<file path="src/rtl/mul_pkg.sv">
// Shared constants and types for the 16x16 multiplier and its request arbiter.
package mul_pkg;

    localparam int unsigned MUL16_LAT    = 2;
    localparam int unsigned MUL16_WARMUP = 3;

    typedef struct packed {
        logic       vld;
        logic [2:0] id;
    } mul_tag_t;

    typedef enum logic [0:0] {
        WARMUP = 1'b0,
        RUN    = 1'b1
    } mul_arb_state_e;

endpackage

</file>
<file path="src/rtl/arb_rr_nnbit.sv">
// Combinational round-robin picker: first eligible bit after i_ptr, wrapping.
module arb_rr_nnbit #(
    parameter int unsigned N = 4
) (
    input  logic [N-1:0]         i_elig,
    input  logic [$clog2(N)-1:0] i_ptr,
    output logic [N-1:0]         o_gnt,
    output logic [$clog2(N)-1:0] o_idx
);

    localparam int unsigned IW = $clog2(N);

    // Scan ptr+1 .. ptr+N modulo N and keep the first eligible hit.
    always_comb begin
        int unsigned j;
        logic        found;
        o_gnt = '0;
        o_idx = '0;
        found = 1'b0;
        j     = 0;
        for (int unsigned k = 1; k <= N; k++) begin
            j = (32'(i_ptr) + k) % N;
            if (!found && i_elig[j]) begin
                found    = 1'b1;
                o_gnt[j] = 1'b1;
                o_idx    = IW'(j);
            end
        end
    end

endmodule

</file>
<file path="src/rtl/mul_16bit_wallace.sv">
// Pipelined signed 16x16 multiplier; reduction tree left to synthesis.
// o_cry flags a product that does not fit in 16 signed bits.
// o_end goes high a fixed number of cycles after reset and stays high.
module mul_16bit_wallace
    import mul_pkg::*;
#(
    parameter int unsigned LAT = MUL16_LAT
) (
    input  logic        i_clk,
    input  logic        i_rst_n,
    input  logic [15:0] i_num_x,
    input  logic [15:0] i_num_y,
    output logic [31:0] o_res,
    output logic        o_cry,
    output logic        o_end
);

    localparam int unsigned PW = LAT - 1;

    logic [15:0]        in_x_q, in_y_q;
    logic [31:0]        res_q [PW];
    logic [31:0]        res_d [PW];
    logic [PW-1:0]      cry_q, cry_d;
    logic [1:0]         cnt_q, cnt_d;
    logic signed [31:0] prod_c;

    // Product of the registered operands, then LAT-2 further delay stages.
    always_comb begin
        prod_c   = 32'($signed(in_x_q)) * 32'($signed(in_y_q));
        res_d[0] = prod_c;
        cry_d    = '0;
        cry_d[0] = (prod_c[31:15] != {17{prod_c[15]}});
        for (int unsigned k = 1; k < PW; k++) begin
            res_d[k] = res_q[k-1];
            cry_d[k] = cry_q[k-1];
        end
        cnt_d = (cnt_q == 2'(MUL16_WARMUP)) ? cnt_q : cnt_q + 2'd1;
    end

    // Operand, product and warm-up registers.
    always_ff @(posedge i_clk) begin
        if (!i_rst_n) begin
            in_x_q <= '0;
            in_y_q <= '0;
            cry_q  <= '0;
            cnt_q  <= '0;
            for (int unsigned k = 0; k < PW; k++) res_q[k] <= '0;
        end else begin
            in_x_q <= i_num_x;
            in_y_q <= i_num_y;
            cry_q  <= cry_d;
            cnt_q  <= cnt_d;
            for (int unsigned k = 0; k < PW; k++) res_q[k] <= res_d[k];
        end
    end

    assign o_res = res_q[PW-1];
    assign o_cry = cry_q[PW-1];
    assign o_end = (cnt_q == 2'(MUL16_WARMUP));

endmodule

</file>
<file path="src/rtl/mul_16bit_arbiter.sv">
// Shares one multiplier among NUM_REQ requesters: round-robin issue,
// id-tagged pipeline, and a per-requester response slot.
module mul_16bit_arbiter
    import mul_pkg::*;
#(
    parameter int unsigned NUM_REQ = 4,
    parameter int unsigned MUL_LAT = MUL16_LAT
) (
    input  logic                  i_clk,
    input  logic                  i_rst_n,
    input  logic [NUM_REQ-1:0]    i_req_vld,
    output logic [NUM_REQ-1:0]    o_req_rdy,
    input  logic [NUM_REQ*16-1:0] i_req_num_x,
    input  logic [NUM_REQ*16-1:0] i_req_num_y,
    output logic [NUM_REQ-1:0]    o_rsp_vld,
    input  logic [NUM_REQ-1:0]    i_rsp_rdy,
    output logic [NUM_REQ*32-1:0] o_rsp_res,
    output logic [NUM_REQ-1:0]    o_rsp_cry,
    output logic                  o_busy
);

    localparam int unsigned IW = $clog2(NUM_REQ);

    mul_arb_state_e        state_q, state_d;
    logic [IW-1:0]         ptr_q, ptr_d, win_idx;
    logic [NUM_REQ-1:0]    inflight_q, inflight_d;
    logic [NUM_REQ-1:0]    slot_full_q, slot_full_d;
    logic [NUM_REQ-1:0]    slot_cry_q, slot_cry_d;
    logic [NUM_REQ*32-1:0] slot_res_q, slot_res_d;
    mul_tag_t              tag_q [MUL_LAT];
    mul_tag_t              tag_d [MUL_LAT];
    mul_tag_t              last_c;
    logic [NUM_REQ-1:0]    elig_c, gnt_c, rdy_c;
    logic                  run_c, xfer_c;
    logic [15:0]           mul_x_c, mul_y_c;
    logic [31:0]           mul_res;
    logic                  mul_cry, mul_end;

    assign elig_c = i_req_vld & ~inflight_q & ~slot_full_q;

    arb_rr_nnbit #(.N(NUM_REQ)) u_arb (
        .i_elig (elig_c),
        .i_ptr  (ptr_q),
        .o_gnt  (gnt_c),
        .o_idx  (win_idx)
    );

    // Grants open on the same cycle the multiplier reports warm-up done.
    assign run_c  = (state_q == RUN) || mul_end;
    assign rdy_c  = run_c ? gnt_c : '0;
    assign xfer_c = |(i_req_vld & rdy_c);

    // Winner operands to the multiplier, zero when idle.
    always_comb begin
        mul_x_c = '0;
        mul_y_c = '0;
        for (int unsigned i = 0; i < NUM_REQ; i++) begin
            if (rdy_c[i] && i_req_vld[i]) begin
                mul_x_c = i_req_num_x[i*16 +: 16];
                mul_y_c = i_req_num_y[i*16 +: 16];
            end
        end
    end

    mul_16bit_wallace #(.LAT(MUL_LAT)) u_mul (
        .i_clk   (i_clk),
        .i_rst_n (i_rst_n),
        .i_num_x (mul_x_c),
        .i_num_y (mul_y_c),
        .o_res   (mul_res),
        .o_cry   (mul_cry),
        .o_end   (mul_end)
    );

    // FSM, pointer and tag pipeline next-state.
    always_comb begin
        state_d = state_q;
        if (state_q == WARMUP && mul_end) state_d = RUN;
        ptr_d    = xfer_c ? win_idx : ptr_q;
        tag_d[0] = '{vld: xfer_c, id: 3'(win_idx)};
        for (int unsigned k = 1; k < MUL_LAT; k++) tag_d[k] = tag_q[k-1];
        last_c = tag_q[MUL_LAT-1];
    end

    // Issue/retire bookkeeping and response slot capture/consume.
    always_comb begin
        inflight_d  = inflight_q;
        slot_full_d = slot_full_q & ~i_rsp_rdy;
        slot_res_d  = slot_res_q;
        slot_cry_d  = slot_cry_q;
        for (int unsigned i = 0; i < NUM_REQ; i++) begin
            if (last_c.vld && last_c.id == 3'(i)) begin
                slot_full_d[i]         = 1'b1;
                slot_res_d[i*32 +: 32] = mul_res;
                slot_cry_d[i]          = mul_cry;
                inflight_d[i]          = 1'b0;
            end
            if (xfer_c && rdy_c[i]) inflight_d[i] = 1'b1;
        end
    end

    // State registers.
    always_ff @(posedge i_clk) begin
        if (!i_rst_n) begin
            state_q     <= WARMUP;
            ptr_q       <= IW'(NUM_REQ - 1);
            inflight_q  <= '0;
            slot_full_q <= '0;
            slot_res_q  <= '0;
            slot_cry_q  <= '0;
            for (int unsigned k = 0; k < MUL_LAT; k++) tag_q[k] <= '0;
        end else begin
            state_q     <= state_d;
            ptr_q       <= ptr_d;
            inflight_q  <= inflight_d;
            slot_full_q <= slot_full_d;
            slot_res_q  <= slot_res_d;
            slot_cry_q  <= slot_cry_d;
            for (int unsigned k = 0; k < MUL_LAT; k++) tag_q[k] <= tag_d[k];
        end
    end

    assign o_req_rdy = rdy_c;
    assign o_rsp_vld = slot_full_q;
    assign o_rsp_res = slot_res_q;
    assign o_rsp_cry = slot_cry_q;
    assign o_busy    = (|inflight_q) || (|slot_full_q);

endmodule

</file>
<file path="config.mk">
export PLATFORM = sky130hd
export DESIGN_NAME = mul_16bit_arbiter
export DESIGN_NICKNAME = d
export VERILOG_FILES = /design/src/rtl/mul_pkg.sv /design/src/rtl/arb_rr_nnbit.sv /design/src/rtl/mul_16bit_wallace.sv /design/src/rtl/mul_16bit_arbiter.sv
export SDC_FILE = /design/constraint.sdc
export NUM_CORES = 1
export LEC_CHECK = 0
export BUFFER_PORTS_ARGS = -buffer_cell sky130_fd_sc_hd__clkbuf_2
export CAP_MARGIN = 30
export CORE_MARGIN = 2
export CORE_UTILIZATION = 53
export CTS_CLUSTER_DIAMETER = 40
export CTS_CLUSTER_SIZE = 28
export DETAILED_ROUTE_END_ITERATION = 16
export PLACE_DENSITY = 0.81
export SLEW_MARGIN = 20
export SYNTH_ARGS = -nofsm -noshare
export SYNTH_HDL_FRONTEND = slang
export SYNTH_SLANG_ARGS = --single-unit
</file>
<file path="constraint.sdc">
create_clock -name i_clk -period 7.1 [get_ports i_clk]
set_clock_uncertainty 0.05 [all_clocks]
set_input_delay 0.355 -clock i_clk [delete_from_list [all_inputs] [get_ports i_clk]]
set_output_delay 0.355 -clock i_clk [all_outputs]
set_load 0.1 [all_outputs]
</file>
==> results of run 1 <==
repair_timing:
action,CTS,global route
gates resized for setup,4,33
hold buffers,24,0
endpoints found under the hold margin,24,0
buffers inserted,0,3
setup endpoints to repair,1,1
pin swaps,0,1
through the flow:
| step | setup WS (ps) | utilization |
|---|---|---|
| floorplan | 422 | - |
| detailed placement | -35.1 | 0.591 |
| global route | 9.21 | 0.632 |
| finish | 230 | 0.632 |
| global placement | 49.3 | 0.591 |
| CTS | 49.3 | 0.627 |
Yosys cell counts, types with 4 or more instances:
cell | count | share of area
a311oi_1 | 4 | 0.0019
fa_1 | 262 | 0.28
buf_2 | 6 | 0.0016
nand3_1 | 12 | 0.0032
a22oi_1 | 4 | 0.0016
inv_1 | 280 | 0.057
a21o_1 | 10 | 0.0040
or3_1 | 39 | 0.013
buf_6 | 5 | 0.0030
o21ai_0 | 13 | 0.0035
o21bai_1 | 6 | 0.0024
dfxtp_1 | 216 | 0.23
a221oi_2 | 30 | 0.024
and2_1 | 144 | 0.049
a31oi_1 | 4 | 0.0013
a21oi_1 | 201 | 0.054
and3_1 | 7 | 0.0024
xor2_1 | 8 | 0.0038
a221oi_1 | 7 | 0.0033
mux2i_1 | 5 | 0.0027
nor3_1 | 9 | 0.0024
nand2b_1 | 9 | 0.0030
o21a_1 | 6 | 0.0024
nor3b_2 | 5 | 0.0034
ha_1 | 91 | 0.061
nor2_1 | 96 | 0.019
o211ai_1 | 7 | 0.0028
xnor2_1 | 21 | 0.0099
nand2_1 | 445 | 0.090
nand4_1 | 6 | 0.0020
clkbuf_1 | 93 | 0.019
worst paths after layout:
path                                 to                   startpoint  slack, ps
min reg2reg      tag_q[0][4]$_SDFF_PN0_       tag_q[0][0]$_SDFF_PN0_        390
min          u_mul.in_x_q[1]$_SDFF_PN0_              i_req_num_x[49]         20
max reg2reg      u_mul.o_cry$_SDFF_PN0_  u_mul.in_y_q[15]$_SDFF_PN0_        230
max              u_mul.o_cry$_SDFF_PN0_  u_mul.in_y_q[15]$_SDFF_PN0_        230
state kept, by name (all words and copies together) (netlist names):
register and cells:
tag_q 6, u_mul.cnt_q 2, u_mul.in_x_q 16, state_q 1, inflight_q 4, u_mul.in_y_q 16
u_mul.res_q 32, ptr_q 2, o_rsp_cry 4, o_rsp_res 128, u_mul.o_cry 1, o_rsp_vld 4
power groups by stage:
| stage | clock network (mW) | registers (mW) | logic (mW) |
|---|---|---|---|
| 2_1_floorplan | 0 | 1.32 | 0.460 |
| 3_3_place_gp | 0 | 1.36 | 0.624 |
| 3_5_place_dp | 0 | 1.36 | 0.641 |
| 4_1_cts | 1.50 | 1.33 | 0.656 |
| 5_1_grt | 1.55 | 1.34 | 0.733 |
| 6_report | 1.48 | 1.34 | 0.672 |
critical path, delay by kind of cell (launching register included):
| kind | cells | cell delay, ps |
|---|---|---|
| mux | 1 | 150 |
| simple gates | 3 | 940 |
| flops | 1 | 440 |
| fa+ha+maj | 7 | 3280 |
| compound gates | 7 | 1310 |
| buf+inv | 4 | 520 |
kinds of logic after synthesis:
family,share of synthesized area
xor gates and xnor gates,0.0137
adders and majority gates,0.344
muxes,0.00735
DFF,0.233
and+or+nand+nor,0.198
buffers and inverters,0.0872
AOI/OAI and AO/OA,0.117
area by class of cell:
cell class | instances | area, um^2
multi-input cells | 1508 | 12700
inverters | 280 | 1060
flip-flops and latches | 216 | 4370
clock buffers | 31 | 743
repair buffers | 363 | 2140
fillers | 2843 | 12700
clock inverters | 23 | 279
well taps | 455 | 569
layer usage:
| metal | track usage | up-vias | share of wire |
|---|---|---|---|
| met1 | 0.350 | 7707 | 0.37 |
| met5 | 0 | - | 0 |
| li1 | - | 7256 | - |
| met4 | 0.162 | 0 | 0.064 |
| met3 | 0.0354 | 201 | 0.068 |
| met2 | 0.510 | 757 | 0.50 |
==> impl_metrics.csv, run 1 <==
group,metric,value,unit
synthesis,dominantRegCellSynth,"dfxtp_1",
worst_setup_path,maximum_fanout_count_along_the_critical_path,9,
clock_tree,clock-root-buffer,"clkbuf_16",
final_layout,layout_cell_share_with_drive_strength_beyond_1,0.198,
timing,rsz0062_at_grt,"no",
run,cap_violations,0,
power,vdd.ir_drop.worst,167,uV
place,post-dp-hpwl,40300,um
worst_setup_path,crit_type,"register to register",
synthesis,synth_nets,2610,
routing,ant_nets,0,
grt,pin_count_of_the_biggest_net_entering_global_routing,106,
power,total_power_divided_by_cell_area,160,nW/um^2
power,netSwitchingPower,1.12,mW
synthesis,number_of_enable_type_register_cells_in_the_synthesized_netlist,0,
timing,min_period_over_period,0.968,
power,total_power,3.49,mW
routing,drt_iter0_markers,1082,
routing,routed_wire_length_per_instance,18.1,um
clock_tree,numCtsBuffers,29,
worst_setup_path,arrival_time_of_data_at_the_critical_path_endpoint,7240,ps
worst_setup_path,critPathMostFrequentCell,"fa_1",
routing,drc_errors,0,
grt,number_of_global_route_vias_before_repair,16609,
routing,route.final.wire_length,52200,um
clock_tree,clk_lat_worst_skew,570,ps
grt,overflow,0,
timing,setup-violations-final,0,
final_layout,layout.cells.most_common_list,"445 x nand2_1, 278 x clkbuf_2, 277 x inv_1, 260 x fa_1, 201 x a21oi_1",
synthesis,postSynthRegisterBits,216,
timing,max_slew_margin,0.397,
worst_setup_path,worst_setup_path_end_kind,"register",
routing,total_iterations_of_the_first_detailed_routing_run,5,
synthesis,mean_cell_area_of_the_mapped_netlist,8.76,um^2
place,io_buffers,278,
worst_setup_path,worst_case_reg_to_reg_path_depth,22,
timing,report.final.hold_viol_count,0,
power,power.share.clock,0.424,
min_path,min_delay_path_depth,3,
floorplan,rows,68,
final_layout,flow.area_growth_from_synthesis,17.7,%
place,detailed_place.area,20400,um^2
floorplan,initial_core_util,0.537,
clock_tree,clock_tree_from_tritoncts,"built",
power,seqPwrFrac,0.384,
synthesis,netlist_instances,2119,
final_layout,final_cell_area,21800,um^2
min_path,timing.hold.worst.class,"input port to register",
power,power_leakage,10.3,nW
floorplan,floorplan.die_area,36500,um^2
final_layout,layout.cells.most_common,"nand2_1",
timing,fin_setup_tns,0,ps
clock_tree,tritoncts_num_sinks,216,
worst_setup_path,worstPathCellList,"clkinvlp_4, nor2_1, fa_1, fa_1, fa_1, fa_1, fa_1, inv_1, fa_1, inv_1, ha_1, a21oi_1, nand2_1, a21oi_1, o21ai_0, a221oi_2, buf_4, a2111o_1, o211ai_1, or4_1, mux2i_1, a31oi_1",
synthesis,synth.yosys.warnings,0,
place,dp.cells,2792,
final_layout,final_nets,2889,
timing,timing.hold.ws,16.7,ps
synthesis,synth_async_sr_flop_share,0,
worst_setup_path,critical-path-slowest-cell,"fa_1",
final_layout,fin_cells,2876,
grt,antenna_found_initial,0,
power,p_comb_frac,0.193,
grt,grt_use_total,0.292,
clock_tree,ctsHtreeMaxLevel,1,
worst_setup_path,startpoint_type,"register",
floorplan,die_x,191,um
power,cellInternalPower,2.36,mW
floorplan,io_pins,279,
worst_setup_path,critPathMaxStageDelay,560,ps
timing,report.final.slew_viol_count,0,
synthesis,netlist_area,18600,um^2
floorplan,design.core.area,34500,um^2
floorplan,fp.dieH,191,um
synthesis,synth_cell_types,79,
timing,max_clock_freq,146,MHz
grt,grt_pass1_wl,84100,um
routing,post_drt_via_cell_ratio,5.54,
routing,routed-via-count,15921,
timing,min_period,6870,ps
clock_tree,cts_buffer_depth,3,
clock_tree,cts.clk_slew.worst_paths,60,ps
synthesis,ys_seq_area_frac,0.233,
timing,worst-slew-pin-transition,905,ps
power,power.switching_fraction,0.322,
worst_setup_path,critical_path_required,7470,ps
final_layout,antennaDiodeCount,0,
place,place_congestion,0.931,
status,outcome,"complete, no violations",
Note: power is estimated with default switching activity, not from simulation.
==> inputs of run 2 (changes only) <==
Settings changed: CORE_UTILIZATION 53 to 55, PLACE_DENSITY 0.81 to 0.8.
Clock period 7.1 ns to 8.59 ns, I/O delays scaled along.
==> run 2 against run 1 <==
Combinational power is 27% lower; cell area decreased by 3.2%; critical endpoint unchanged; register-to-register slack improved by 810 ps; routed wire length shrank 3.9%; first-iteration DRC count is 7.4% lower; largest power group unchanged; clock-buffer cell count fell by 2; worst hold slack improved by 25 ps; global-route usage down 0.22 points; worst setup slack improved by 810 ps; clock power fell by 16%; total power fell by 18%; utilization up 0.15 points.
==> impl_metrics.csv, run 2 (synthesized netlist as in run 1, its figures left out) <==
group,metric,value,unit
clock_tree,ctsHtreeMaxLevel,1,
worst_setup_path,arrival_time_of_data_at_the_critical_path_endpoint,7900,ps
timing,max_slew_margin,0.388,
final_layout,final_nets,2816,
timing,report.final.slew_viol_count,0,
worst_setup_path,critical_path.endpoint,"u_mul.o_cry$_SDFF_PN0_",
place,post-dp-hpwl,38500,um
worst_setup_path,timing.critical_path.max_delay_family,"adder cells",
power,power_leakage,9.95,nW
floorplan,die_x,188,um
clock_tree,cts.clk_slew.worst_paths,60,ps
worst_setup_path,crit-reg2reg-capture,"u_mul.o_cry$_SDFF_PN0_",
run,cap_violations,0,
worst_setup_path,crit_path_buf_inv_count,5,
timing,setup-violations-final,0,
final_layout,area_taken_by_multi_input_logic_gates,12600,um^2
routing,routed_wire_length_per_instance,17.9,um
clock_tree,tritoncts_num_sinks,216,
grt,pin_count_of_the_biggest_net_entering_global_routing,121,
worst_setup_path,worst_setup_path_end_kind,"register",
clock_tree,clock-root-buffer,"clkbuf_16",
worst_setup_path,maximum_fanout_count_along_the_critical_path,16,
worst_setup_path,path_depth,23,
final_layout,antennaDiodeCount,0,
worst_setup_path,critPathMostFrequentCell,"fa_1",
clock_tree,cts_resized,0,
min_path,holdCritStartpoint,"i_req_num_x[48]",
final_layout,layout.cells.most_common_list,"445 x nand2_1, 279 x inv_1, 278 x clkbuf_2, 262 x fa_1, 216 x dfxtp_1",
worst_setup_path,critical-path-slowest-cell,"dfxtp_1",
timing,worst-slew-pin-transition,916,ps
power,cellInternalPower,1.91,mW
final_layout,flow.area_growth_from_synthesis,13.9,%
clock_tree,clock_tree_from_tritoncts,"built",
worst_setup_path,worstPathCellList,"nand2_1, fa_1, inv_1, fa_1, inv_1, fa_1, inv_1, fa_1, fa_1, inv_1, fa_1, inv_1, ha_1, a21oi_1, o21ai_0, a221oi_1, nor2_1, o2111a_1, o211ai_1, nand3_1, or4_1, mux2i_1, a31oi_1",
timing,fin_setup_tns,0,ps
power,total_power_divided_by_cell_area,136,nW/um^2
timing,min_period,7550,ps
final_layout,layout.core_utilization,0.634,
timing,report.final.hold_viol_count,0,
routing,total_iterations_of_the_first_detailed_routing_run,7,
clock_tree,clk_lat_worst_skew,570,ps
worst_setup_path,timing.rr.start,"u_mul.in_x_q[7]$_SDFF_PN0_",
routing,route.final.wire_length,50200,um
final_layout,layout.cells.most_common,"nand2_1",
clock_tree,buffer_count_from_post_cts_setup_fixing,0,
grt,grt_use_total,0.290,
worst_setup_path,worst-r2r-setup-slack,1040,ps
routing,ant_nets,0,
floorplan,fp.dieH,188,um
floorplan,floorplan.die_area,35200,um^2
routing,drt_iter0_markers,1002,
floorplan,io_pins,279,
power,netSwitchingPower,0.965,mW
power,power.switching_fraction,0.336,
worst_setup_path,crit_type,"register to register",
final_layout,largest_reg_flops,128,
min_path,timing.hold.worst.class,"input port to register",
worst_setup_path,worst_setup_path_startpoint,"u_mul.in_x_q[7]$_SDFF_PN0_",
clock_tree,cts_hold_repair.buffers,0,
clock_tree,cts_buffer_depth,3,
grt,number_of_global_route_vias_before_repair,16041,
grt,grt_pass1_wl,81400,um
clock_tree,numCtsBuffers,29,
worst_setup_path,critPathMaxStageDelay,770,ps
routing,drc_errors,0,
worst_setup_path,critical_path_required,8940,ps
power,seqPwrFrac,0.393,
power,vdd.ir_drop.worst,149,uV
timing,min_period_over_period,0.879,
place,io_buffers,278,
place,place_congestion,0.962,
power,power.share.clock,0.436,
floorplan,rows,67,
timing,max_clock_freq,132,MHz
floorplan,design.core.area,33400,um^2
status,outcome,"complete, no violations",
routing,post_drt_via_cell_ratio,5.50,
power,p_comb_frac,0.171,
worst_setup_path,worst_case_reg_to_reg_path_depth,23,
grt,antenna_found_initial,0,
grt,overflow,0,
worst_setup_path,startpoint_type,"register",
timing,rsz0062_at_grt,"no",
final_layout,layout_cell_share_with_drive_strength_beyond_1,0.172,
final_layout,fillCellCount,2768,
routing,routed-via-count,15390,
floorplan,initial_core_util,0.556,
final_layout,seq_area,4320,um^2
[run 2: cell count changes in the layout (fill, tap and decap cells not counted), sizes merged]
cell | previous run | this run
buf | 61 | 12
dlygate4sd3 | 24 | 0
inv | 289 | 298
clkinv | 10 | 4
clkbuf | 309 | 307
bufinv | 1 | 0
[run 2: area by class of cell]
cell class | count | area share
multi-input cells | 1508 | 0.598
flip-flops and latches | 216 | 0.205
repair buffers | 290 | 0.0726
inverters | 280 | 0.0500
clock buffers | 29 | 0.0343
well taps | 448 | 0.0265
clock inverters | 25 | 0.0144
[run 2: worst min-delay path by stage]
stage | cells past startpoint | endpoint | slack [ps]
after floorplan | 1 | tag_q[0][7]$_SDFF_PN0_ | 360
after global placement | 1 | tag_q[0][5]$_SDFF_PN0_ | 360
after detailed placement | 1 | tag_q[0][7]$_SDFF_PN0_ | 380
after CTS | 3 | u_mul.in_x_q[0]$_SDFF_PN0_ | 20
after global routing | 3 | u_mul.in_x_q[0]$_SDFF_PN0_ | 40
final | 3 | u_mul.in_x_q[0]$_SDFF_PN0_ | 40
[run 2: per-stage QoR]
stage / power [mW] / std cells / instance area [um^2] / hold WS [ps] / setup slack [ps]
CTS: 2.87 / 2792 / 21100 / 23.0 / 1130
global placement: 1.61 / 2738 / 20000 / 365 / 1330
floorplan: 1.47 / 2119 / 18600 / 362 / 1910
detailed placement: 1.62 / 2738 / 20000 / 382 / 1150
global route: 2.99 / 2796 / 21100 / 39.8 / 725
finish: 2.87 / 2796 / 21100 / 41.9 / 1040
[run 2: worst reg2reg max path, delay by kind of cell (launching register included)]
| family | cells | cell delay, ps |
|---|---|---|
| DFF | 1 | 770 |
| buffers and inverters | 5 | 270 |
| and+or+nand+nor | 4 | 950 |
| AOI/OAI and AO/OA | 6 | 1660 |
| adders and majority gates | 7 | 3540 |
| muxes | 1 | 150 |
[run 2: routing by layer]
| layer | vias up | track usage | share of wire |
|---|---|---|---|
| li1 | 7110 | - | - |
| met4 | 0 | 0.158 | 0.061 |
| met5 | - | 0 | 0 |
| met3 | 150 | 0.0434 | 0.062 |
| met1 | 7490 | 0.336 | 0.37 |
| met2 | 640 | 0.516 | 0.50 |
[run 2: power by group through the flow]
stage	clock (mW)	combinational, mW	sequential (mW)
floorplan	0	0.381	1.09
finish	1.25	0.489	1.13
global route	1.32	0.536	1.14
global placement	0	0.465	1.14
detailed placement	0	0.477	1.15
CTS	1.26	0.481	1.13
